<file path="src/rtl/sqrt_calc_param_pkg.sv">
// Shared types for the iterative square-root unit: FSM state encoding and
// the root-width derivation used by the top and the iteration step.
package sqrt_pkg;

  typedef enum logic [1:0] {
    SQ_IDLE = 2'd0,
    SQ_CALC = 2'd1,
    SQ_DONE = 2'd2
  } sq_state_e;

  // Root width is half the operand width; operand width must be even.
  function automatic int sqrt_out_w(input int in_w);
    return in_w / 2;
  endfunction

endpackage

</file>
<file path="src/rtl/sqrt_calc_param_step.sv">
// One restoring digit-by-digit square-root iteration, purely combinational.
// Consumes the next operand bit pair and yields the next remainder and root.
module sqrt_step #(
  parameter int OUT_W = 8
) (
  input  logic [OUT_W+1:0] rem_i,
  input  logic [OUT_W-1:0] root_i,
  input  logic [1:0]       pair_i,
  output logic [OUT_W+1:0] rem_o,
  output logic [OUT_W-1:0] root_o
);

  logic [OUT_W+1:0] trial;
  logic [OUT_W+1:0] test;
  logic             take;

  // The remainder never exceeds 2*root, so dropping the top two bits on the
  // shift loses nothing.
  always_comb begin
    trial  = (rem_i << 2) | {{OUT_W{1'b0}}, pair_i};
    test   = {root_i, 2'b01};
    take   = (trial >= test);
    rem_o  = take ? (trial - test) : trial;
    root_o = {root_i[OUT_W-2:0], take};
  end

endmodule

</file>
<file path="src/rtl/sqrt_calc_param.sv">
// Iterative integer square root, one root bit per clock, with floor remainder
// and optional signed-operand error reporting. Round-to-nearest on the root
// output is enabled by defining SQRT_CALC_ROUND_EN.
module sqrt_calc_param
  import sqrt_pkg::*;
#(
  parameter  int IN_W      = 16,
  parameter  int SIGNED_IN = 0,
  localparam int OUT_W     = sqrt_out_w(IN_W)
) (
  input  logic             clk,
  input  logic             rst,
  input  logic             start,
  input  logic [IN_W-1:0]  in,
  output logic [OUT_W-1:0] out,
  output logic [OUT_W:0]   rem,
  output logic             error,
  output logic             done,
  output logic             busy
);

  localparam int CNT_W = (OUT_W > 1) ? $clog2(OUT_W) : 1;
  localparam logic [OUT_W-1:0] ROOT_MAX = {OUT_W{1'b1}};

  sq_state_e        state_q, state_d;
  logic [IN_W-1:0]  op_q, op_d;
  logic [OUT_W+1:0] rem_acc_q, rem_acc_d;
  logic [OUT_W-1:0] root_q, root_d;
  logic [CNT_W-1:0] cnt_q, cnt_d;
  logic             err_q, err_d;
  logic [OUT_W-1:0] out_q, out_d;
  logic [OUT_W:0]   rem_q, rem_d;
  logic             error_q, error_d;
  logic             done_q, done_d;
  logic             busy_q, busy_d;

  logic [OUT_W+1:0] step_rem;
  logic [OUT_W-1:0] step_root;
  logic [OUT_W-1:0] root_final;
  logic             neg_in;

  sqrt_step #(.OUT_W(OUT_W)) u_step (
    .rem_i  (rem_acc_q),
    .root_i (root_q),
    .pair_i (op_q[IN_W-1:IN_W-2]),
    .rem_o  (step_rem),
    .root_o (step_root)
  );

  assign neg_in = (SIGNED_IN != 0) && in[IN_W-1];

`ifdef SQRT_CALC_ROUND_EN
  // Round up when the remainder exceeds the floor root, saturating at full scale.
  always_comb begin
    root_final = root_q;
    if ((rem_acc_q > {2'b00, root_q}) && (root_q != ROOT_MAX)) begin
      root_final = root_q + 1'b1;
    end
  end
`else
  assign root_final = root_q;
`endif

  always_comb begin
    state_d   = state_q;
    op_d      = op_q;
    rem_acc_d = rem_acc_q;
    root_d    = root_q;
    cnt_d     = cnt_q;
    err_d     = err_q;
    out_d     = out_q;
    rem_d     = rem_q;
    error_d   = error_q;
    done_d    = 1'b0;
    busy_d    = (state_q != SQ_IDLE);

    case (state_q)
      SQ_IDLE: begin
        if (start) begin
          error_d = 1'b0;
          if (neg_in) begin
            err_d   = 1'b1;
            state_d = SQ_DONE;
          end else begin
            err_d     = 1'b0;
            op_d      = in;
            rem_acc_d = '0;
            root_d    = '0;
            cnt_d     = CNT_W'(OUT_W - 1);
            state_d   = SQ_CALC;
          end
        end
      end
      SQ_CALC: begin
        rem_acc_d = step_rem;
        root_d    = step_root;
        op_d      = {op_q[IN_W-3:0], 2'b00};
        if (cnt_q == '0) begin
          state_d = SQ_DONE;
        end else begin
          cnt_d = cnt_q - 1'b1;
        end
      end
      SQ_DONE: begin
        done_d  = 1'b1;
        state_d = SQ_IDLE;
        if (err_q) begin
          out_d   = '0;
          rem_d   = '0;
          error_d = 1'b1;
        end else begin
          out_d   = root_final;
          rem_d   = rem_acc_q[OUT_W:0];
          error_d = 1'b0;
        end
      end
      default: state_d = SQ_IDLE;
    endcase
  end

  always_ff @(posedge clk) begin
    if (!rst) begin
      state_q   <= SQ_IDLE;
      op_q      <= '0;
      rem_acc_q <= '0;
      root_q    <= '0;
      cnt_q     <= '0;
      err_q     <= 1'b0;
      out_q     <= '0;
      rem_q     <= '0;
      error_q   <= 1'b0;
      done_q    <= 1'b0;
      busy_q    <= 1'b0;
    end else begin
      state_q   <= state_d;
      op_q      <= op_d;
      rem_acc_q <= rem_acc_d;
      root_q    <= root_d;
      cnt_q     <= cnt_d;
      err_q     <= err_d;
      out_q     <= out_d;
      rem_q     <= rem_d;
      error_q   <= error_d;
      done_q    <= done_d;
      busy_q    <= busy_d;
    end
  end

  assign out   = out_q;
  assign rem   = rem_q;
  assign error = error_q;
  assign done  = done_q;
  assign busy  = busy_q;

endmodule

</file>
<file path="config.mk">
export PLATFORM = sky130hd
export DESIGN_NAME = sqrt_calc_param
export DESIGN_NICKNAME = d
export VERILOG_FILES = /design/src/rtl/sqrt_calc_param_pkg.sv /design/src/rtl/sqrt_calc_param_step.sv /design/src/rtl/sqrt_calc_param.sv
export SDC_FILE = /design/constraint.sdc
export NUM_CORES = 1
export LEC_CHECK = 0
export BUFFER_PORTS_ARGS = -buffer_cell sky130_fd_sc_hd__buf_2
export CORE_ASPECT_RATIO = 0.75
export CORE_MARGIN = 8
export CORE_UTILIZATION = 54
export CTS_BUF_LIST = sky130_fd_sc_hd__clkbuf_4
export DETAILED_ROUTE_END_ITERATION = 10
export PLACE_DENSITY_LB_ADDON = 0.3
export SLEW_MARGIN = 20
export SYNTH_ARGS = -nofsm -noshare
export SYNTH_HDL_FRONTEND = slang
export SYNTH_HIERARCHICAL = 1
export SYNTH_SLANG_ARGS = --single-unit
export TNS_END_PERCENT = 10
</file>
<file path="constraint.sdc">
create_clock -name clk -period 2.74 [get_ports clk]
set_input_delay 0.274 -clock clk [delete_from_list [all_inputs] [get_ports clk]]
set_output_delay 0.274 -clock clk [all_outputs]
set_load 0.01 [all_outputs]
</file>
==> results of run 1 <==
-- critical path, delay by kind of cell (launching register included) --
kind | cells | cell delay [ns]
flip-flops | 1 | 0.43
multiplexers | 1 | 0.37
AND/OR/NAND/NOR | 1 | 0.06
buffers and inverters | 1 | 0.07
AO/OA/AOI/OAI | 5 | 1.02
adder cells (fa/ha/maj) | 1 | 0.35
-- flip-flops by register name (all words and copies together), names as in the netlist --
signal and flops:
rem 9, root_final 8, out 8, rem_acc_q 9, state_q 2, op_q 16
busy 1, cnt_q 3, done 1
-- final timing paths --
check | from | to | slack (ns)
max | root_final[1] | rem_acc_q[7] | 0.34
min | in[1] | op_q[1] | 0.17
max reg2reg | root_final[1] | rem_acc_q[7] | 0.34
min reg2reg | rem[1] | rem[1] | 0.45
-- layout make-up --
| class | instances | area [um^2] | area share [%] |
|---|---|---|---|
| inverter | 17 | 63.8 | 1.98 |
| sequential | 57 | 1140 | 35.5 |
| tap | 75 | 93.8 | 2.92 |
| clock buffer | 10 | 75.1 | 2.33 |
| timing repair buffer | 42 | 223 | 6.92 |
| clock inverter | 6 | 58.8 | 1.83 |
| multi-input combinational | 222 | 1560 | 48.5 |
-- cells in the final DEF, fill, tap and decap left out, types with 3 or more instances in the layout --
cell type,instances
dfxtp_1,57
nand2_1,38
buf_2,37
nor2b_1,33
nor2_1,19
inv_1,17
a22oi_1,17
a21boi_1,17
a21oi_1,15
ha_1,12
clkbuf_4,10
o221a_1,8
o221a_2,6
buf_4,5
xnor2_1,5
mux2_1,5
nand2b_1,3
o211a_1,3
o21a_1,3
-- through the flow --
step	hold WS [ns]	total power [W]	instances	instance area [um^2]	setup WS (ns)
3_3_place_gp	0.440	0.00195	413	3080	0.486
3_5_place_dp	0.442	0.00197	413	3080	0.418
4_1_cts	0.150	0.00257	429	3220	0.375
6_report	0.166	0.00256	429	3220	0.336
2_1_floorplan	0.431	0.00190	328	2980	0.611
5_1_grt	0.157	0.00273	429	3220	0.220
-- layer usage --
| layer | vias to the layer above | global-route usage (%) | share of wire, % |
|---|---|---|---|
| met5 | - | 0 | 0 |
| met4 | 0 | 3.56 | 0.79 |
| met1 | 1059 | 22.0 | 52 |
| met3 | 6 | 6.65 | 5.6 |
| li1 | 1165 | - | - |
| met2 | 42 | 22.9 | 42 |
-- report_power, final --
part | internal [W] | switching, W | total (W) | leakage [nW]
Combinational | 0.000514 | 0.000478 | 0.000992 | 0.811
Sequential | 0.000904 | 0.0000721 | 0.000976 | 0.465
Clock | 0.000282 | 0.000312 | 0.000594 | 0.0698
==> run summary, run 1 <==
Final global-route overflow total = 0
Hold_buf cts = 0
Worst setup SP type = flop
Fmax = 416 MHz
Fin nets = 380
Global-route wire length before repair = 10500 um
Die width = 102 um
CP Data Required Time = 3.04 ns
Crit path time final = 2.40 ns
Yosys warns = 6
Syn Area/Cell = 9.08 um^2
Synthesized Nets = 359
Hold Vio Cnt, Final = 0
Antenna fix cells = 0
Unrepaired setup endpoints after global routing = false
Num CTS Buffers = 9
Postcts setup bufs = 0
Htree depth = 3
DR pass1 iterations = 5
Maximum VDD drop = 0.000414 V
Core area = 0.00532 mm^2
Initial DRC count = 148
CP endpoint kind = flop
Row Count = 23
Total number of vias = 2272
Max-cap violations = 0
Critical path arrival = 2.70 ns
Critical Path, Cell by Cell = inv_1 -> ha_1 -> o21a_1 -> o21a_2 -> o221ai_2 -> o21a_2 -> mux2_2 -> a22oi_1 -> nor2b_1
R2R depth = 9
Top Ports = 39
Finished Core Util = 60.4%
Initial core utilization = 55.9%
Tightest Hold Check Type = in -> reg
Status = completed
Die Ht = 80.3 um
Largest net degree at the start of global routing = 58
Top cell by count, worst path = o21a_2
Clock skew = 0.0121 ns
Port buffer count = 37
Share of post-route cells with drive strength above 1 = 21.2%
Crit Path Category = reg -> reg
Worst Tran Pin Value = 0.852 ns
Hold Crit Depth = 3
Clock latency on the worst-skew pair = 0.40 ns
GRT Util Overall = 16.1%
Post-synthesis cell area = 0.00298 mm^2
Slew HR = 43.2%
CTS max path bufs = 2
Clock root cell = clkbuf_4
PwrDens = 797 mW/mm^2
Die area = 0.00817 mm^2
WL/cell = 14.2 um
Worst-path fanout max = 10
Max stage delay on crit path = 0.43 ns
Vias in the first global route = 2136
GPL Wtd Cong = 0.817
Slowest cell on crit path = dfxtp_1
Final Max Tran Viols = 0
Worst-path clk slew = 0.10 ns
Fin crit share = 87.7%
Number of fillers in the final layout = 494
Resized Gates After CTS = 0
Detail-routed via count per cell = 5.30
Final setup violation count = 0
DRC = 0
Clock sinks = 57
Cells after Synth = 328
CTS tree = done
Final setup TNS = 0 ns
HPWL Detailed = 4220 um
Area Growth Syn to Fin = 8.07%
Leakage = 1.35 nW
Final wirelength = 6100 um
Initial antenna violation count = 0
Post-route ant nets = 0
No activity file was read; power rests on OpenSTA's default activity.
==> run 2, diff against run 1 <==
RECOVER_POWER = 25   (was unset)
TNS_END_PERCENT = 20   (was 10)
==> run 2 against run 1 <==
  * Routed wire length hardly changed
  * Setup slack gained 0.0029 ns
  * Clock skew is 0.00066 ns higher
  * Critical endpoint unchanged
  * Core utilization decreased by 0.49 points
  * Clock power barely moved
  * Maximum frequency is 0.12% higher
  * Power barely moved
  * Combinational power is essentially flat
==> run summary, run 2 (synthesized netlist as in run 1, its figures left out) <==
Status = completed
Final setup TNS = 0 ns
Commonest non-fill, non-tap cell in the layout = dfxtp_1
Leakage = 1.26 nW
Finished Core Util = 59.9%
Vias in the first global route = 2136
Global-route track usage on met2 = 22.9%
Initial core utilization = 55.9%
Clock root cell = clkbuf_4
WP buf/inv = 1
CP Data Required Time = 3.04 ns
Clock latency on the worst-skew pair = 0.40 ns
Antenna fix cells = 0
Core area = 0.00532 mm^2
Total number of vias = 2268
Area of placed instances = 0.00308 mm^2
Detail-routed via count per cell = 5.29
Commonest non-fill, non-tap cells in the layout = dfxtp_1 (57), nand2_1 (38), nor2b_1 (33)
Worst Tran Pin Value = 0.855 ns
Slew HR = 43.0%
CTS max path bufs = 2
Num CTS Buffers = 9
Initial DRC count = 170
Largest register by flop count = op_q
Die width = 102 um
Postcts setup bufs = 0
Crit path time final = 2.40 ns
Global-route wire length before repair = 10500 um
Final instance area = 0.00319 mm^2
Max stage delay on crit path = 0.43 ns
Largest net degree at the start of global routing = 58
Row Count = 23
Top Ports = 39
GRT Util Overall = 16.1%
Crit-path leading delay family = compound AO/OA/AOI/OAI gates
Clk pwr share = 23.2%
Final wirelength = 6110 um
Final Max Tran Viols = 0
Final setup violation count = 0
Die Ht = 80.3 um
CTS tree = done
Clock sinks = 57
Area Growth Syn to Fin = 7.19%
Met3 usage = 6.65%
Post-route ant nets = 0
Fin nets = 380
Clock skew = 0.0127 ns
Share of post-route cells with drive strength above 1 = 15.8%
P_sw = 0.000863 W
Fin crit share = 87.6%
CP endpoint kind = flop
Max FFs per register = 16
DRC = 0
Unrepaired setup endpoints after global routing = false
Final global-route overflow total = 0
Htree depth = 3
Tightest Hold Check Type = in -> reg
Top Usage Layer GRT = met2
Hold WS = 0.168 ns
DR pass1 iterations = 4
Hold Vio Cnt, Final = 0
HPWL Detailed = 4220 um
Worst setup SP type = flop
Worst-path clk slew = 0.10 ns
Top cell by count, worst path = o21a_2
Crit Path Category = reg -> reg
P_int = 0.00170 W
WL/cell = 14.2 um
Logic gate share of total power = 38.7%
Met1 GRT Util = 22.0%
Max-cap violations = 0
Reg power frac = 38.1%
PwrDens = 803 mW/mm^2
Die area = 0.00817 mm^2
Critical path arrival = 2.70 ns
Resized Gates After CTS = 0
Port buffer count = 37
Initial antenna violation count = 0
Worst-path fanout max = 10
Critical Path, Cell by Cell = inv_1 -> ha_1 -> o21a_1 -> o21a_2 -> o221ai_2 -> o21a_2 -> mux2_2 -> a22oi_1 -> nor2b_1
GPL Wtd Cong = 0.817
Slowest cell on crit path = dfxtp_1
Sw frac = 33.7%
Hold_buf cts = 0
Maximum VDD drop = 0.000414 V
Fmax = 416 MHz
==> run 2: changes by cell type in the layout (fill, tap and decap cells not counted) <==
cell and delta:
buf_4 -1, buf_2 -18, clkbuf_1 +19
==> run 2: path summary, 6_finish.rpt <==
| check | start | end | slack, ns | depth (start not counted) |
|---|---|---|---|---|
| min reg2reg | out[5] | out[5] | 0.46 | 2 |
| max | root_final[1] | rem_acc_q[7] | 0.34 | 9 |
| max reg2reg | root_final[1] | rem_acc_q[7] | 0.34 | 9 |
| min | in[1] | op_q[1] | 0.17 | 3 |
==> run 2: worst min-delay path, cell delays in order <==
cell	delay, ns
buf_2	0.10
nand4bb_1	0.08
a21boi_0	0.07
==> run 2: final cells by class <==
| type | count | area [um^2] |
|---|---|---|
| Fill cell | 499 | 2130 |
| Multi-Input combinational cell | 222 | 1560 |
| Sequential cell | 57 | 1140 |
| Timing Repair Buffer | 42 | 196 |
| Tap cell | 75 | 93.8 |
| Clock buffer | 10 | 75.1 |
| Inverter | 17 | 63.8 |
| Clock inverter | 6 | 58.8 |
==> run 2: per-stage QoR <==
step	std cells	worst slack, ns	power, W
floorplan	328	0.611	0.00190
detailed placement	413	0.418	0.00197
CTS	429	0.375	0.00257
global route	429	0.220	0.00273
global placement	413	0.486	0.00195
finish	429	0.339	0.00256
==> run 2: power by group through the flow <==
stage | clock, W | sequential [W] | combinational (W)
detailed placement | 0 | 0.000994 | 0.000978
CTS | 0.000608 | 0.000975 | 0.000986
global route | 0.000647 | 0.000988 | 0.00110
global placement | 0 | 0.000991 | 0.000959
finish | 0.000594 | 0.000977 | 0.000992
floorplan | 0 | 0.000967 | 0.000932
==> run 2: layer usage <==
metal / up-vias / part of all wire [%]
met5: - / 0
met4: 0 / 0.79
met3: 6 / 5.5
met2: 42 / 42
met1: 1054 / 52
li1: 1166 / -
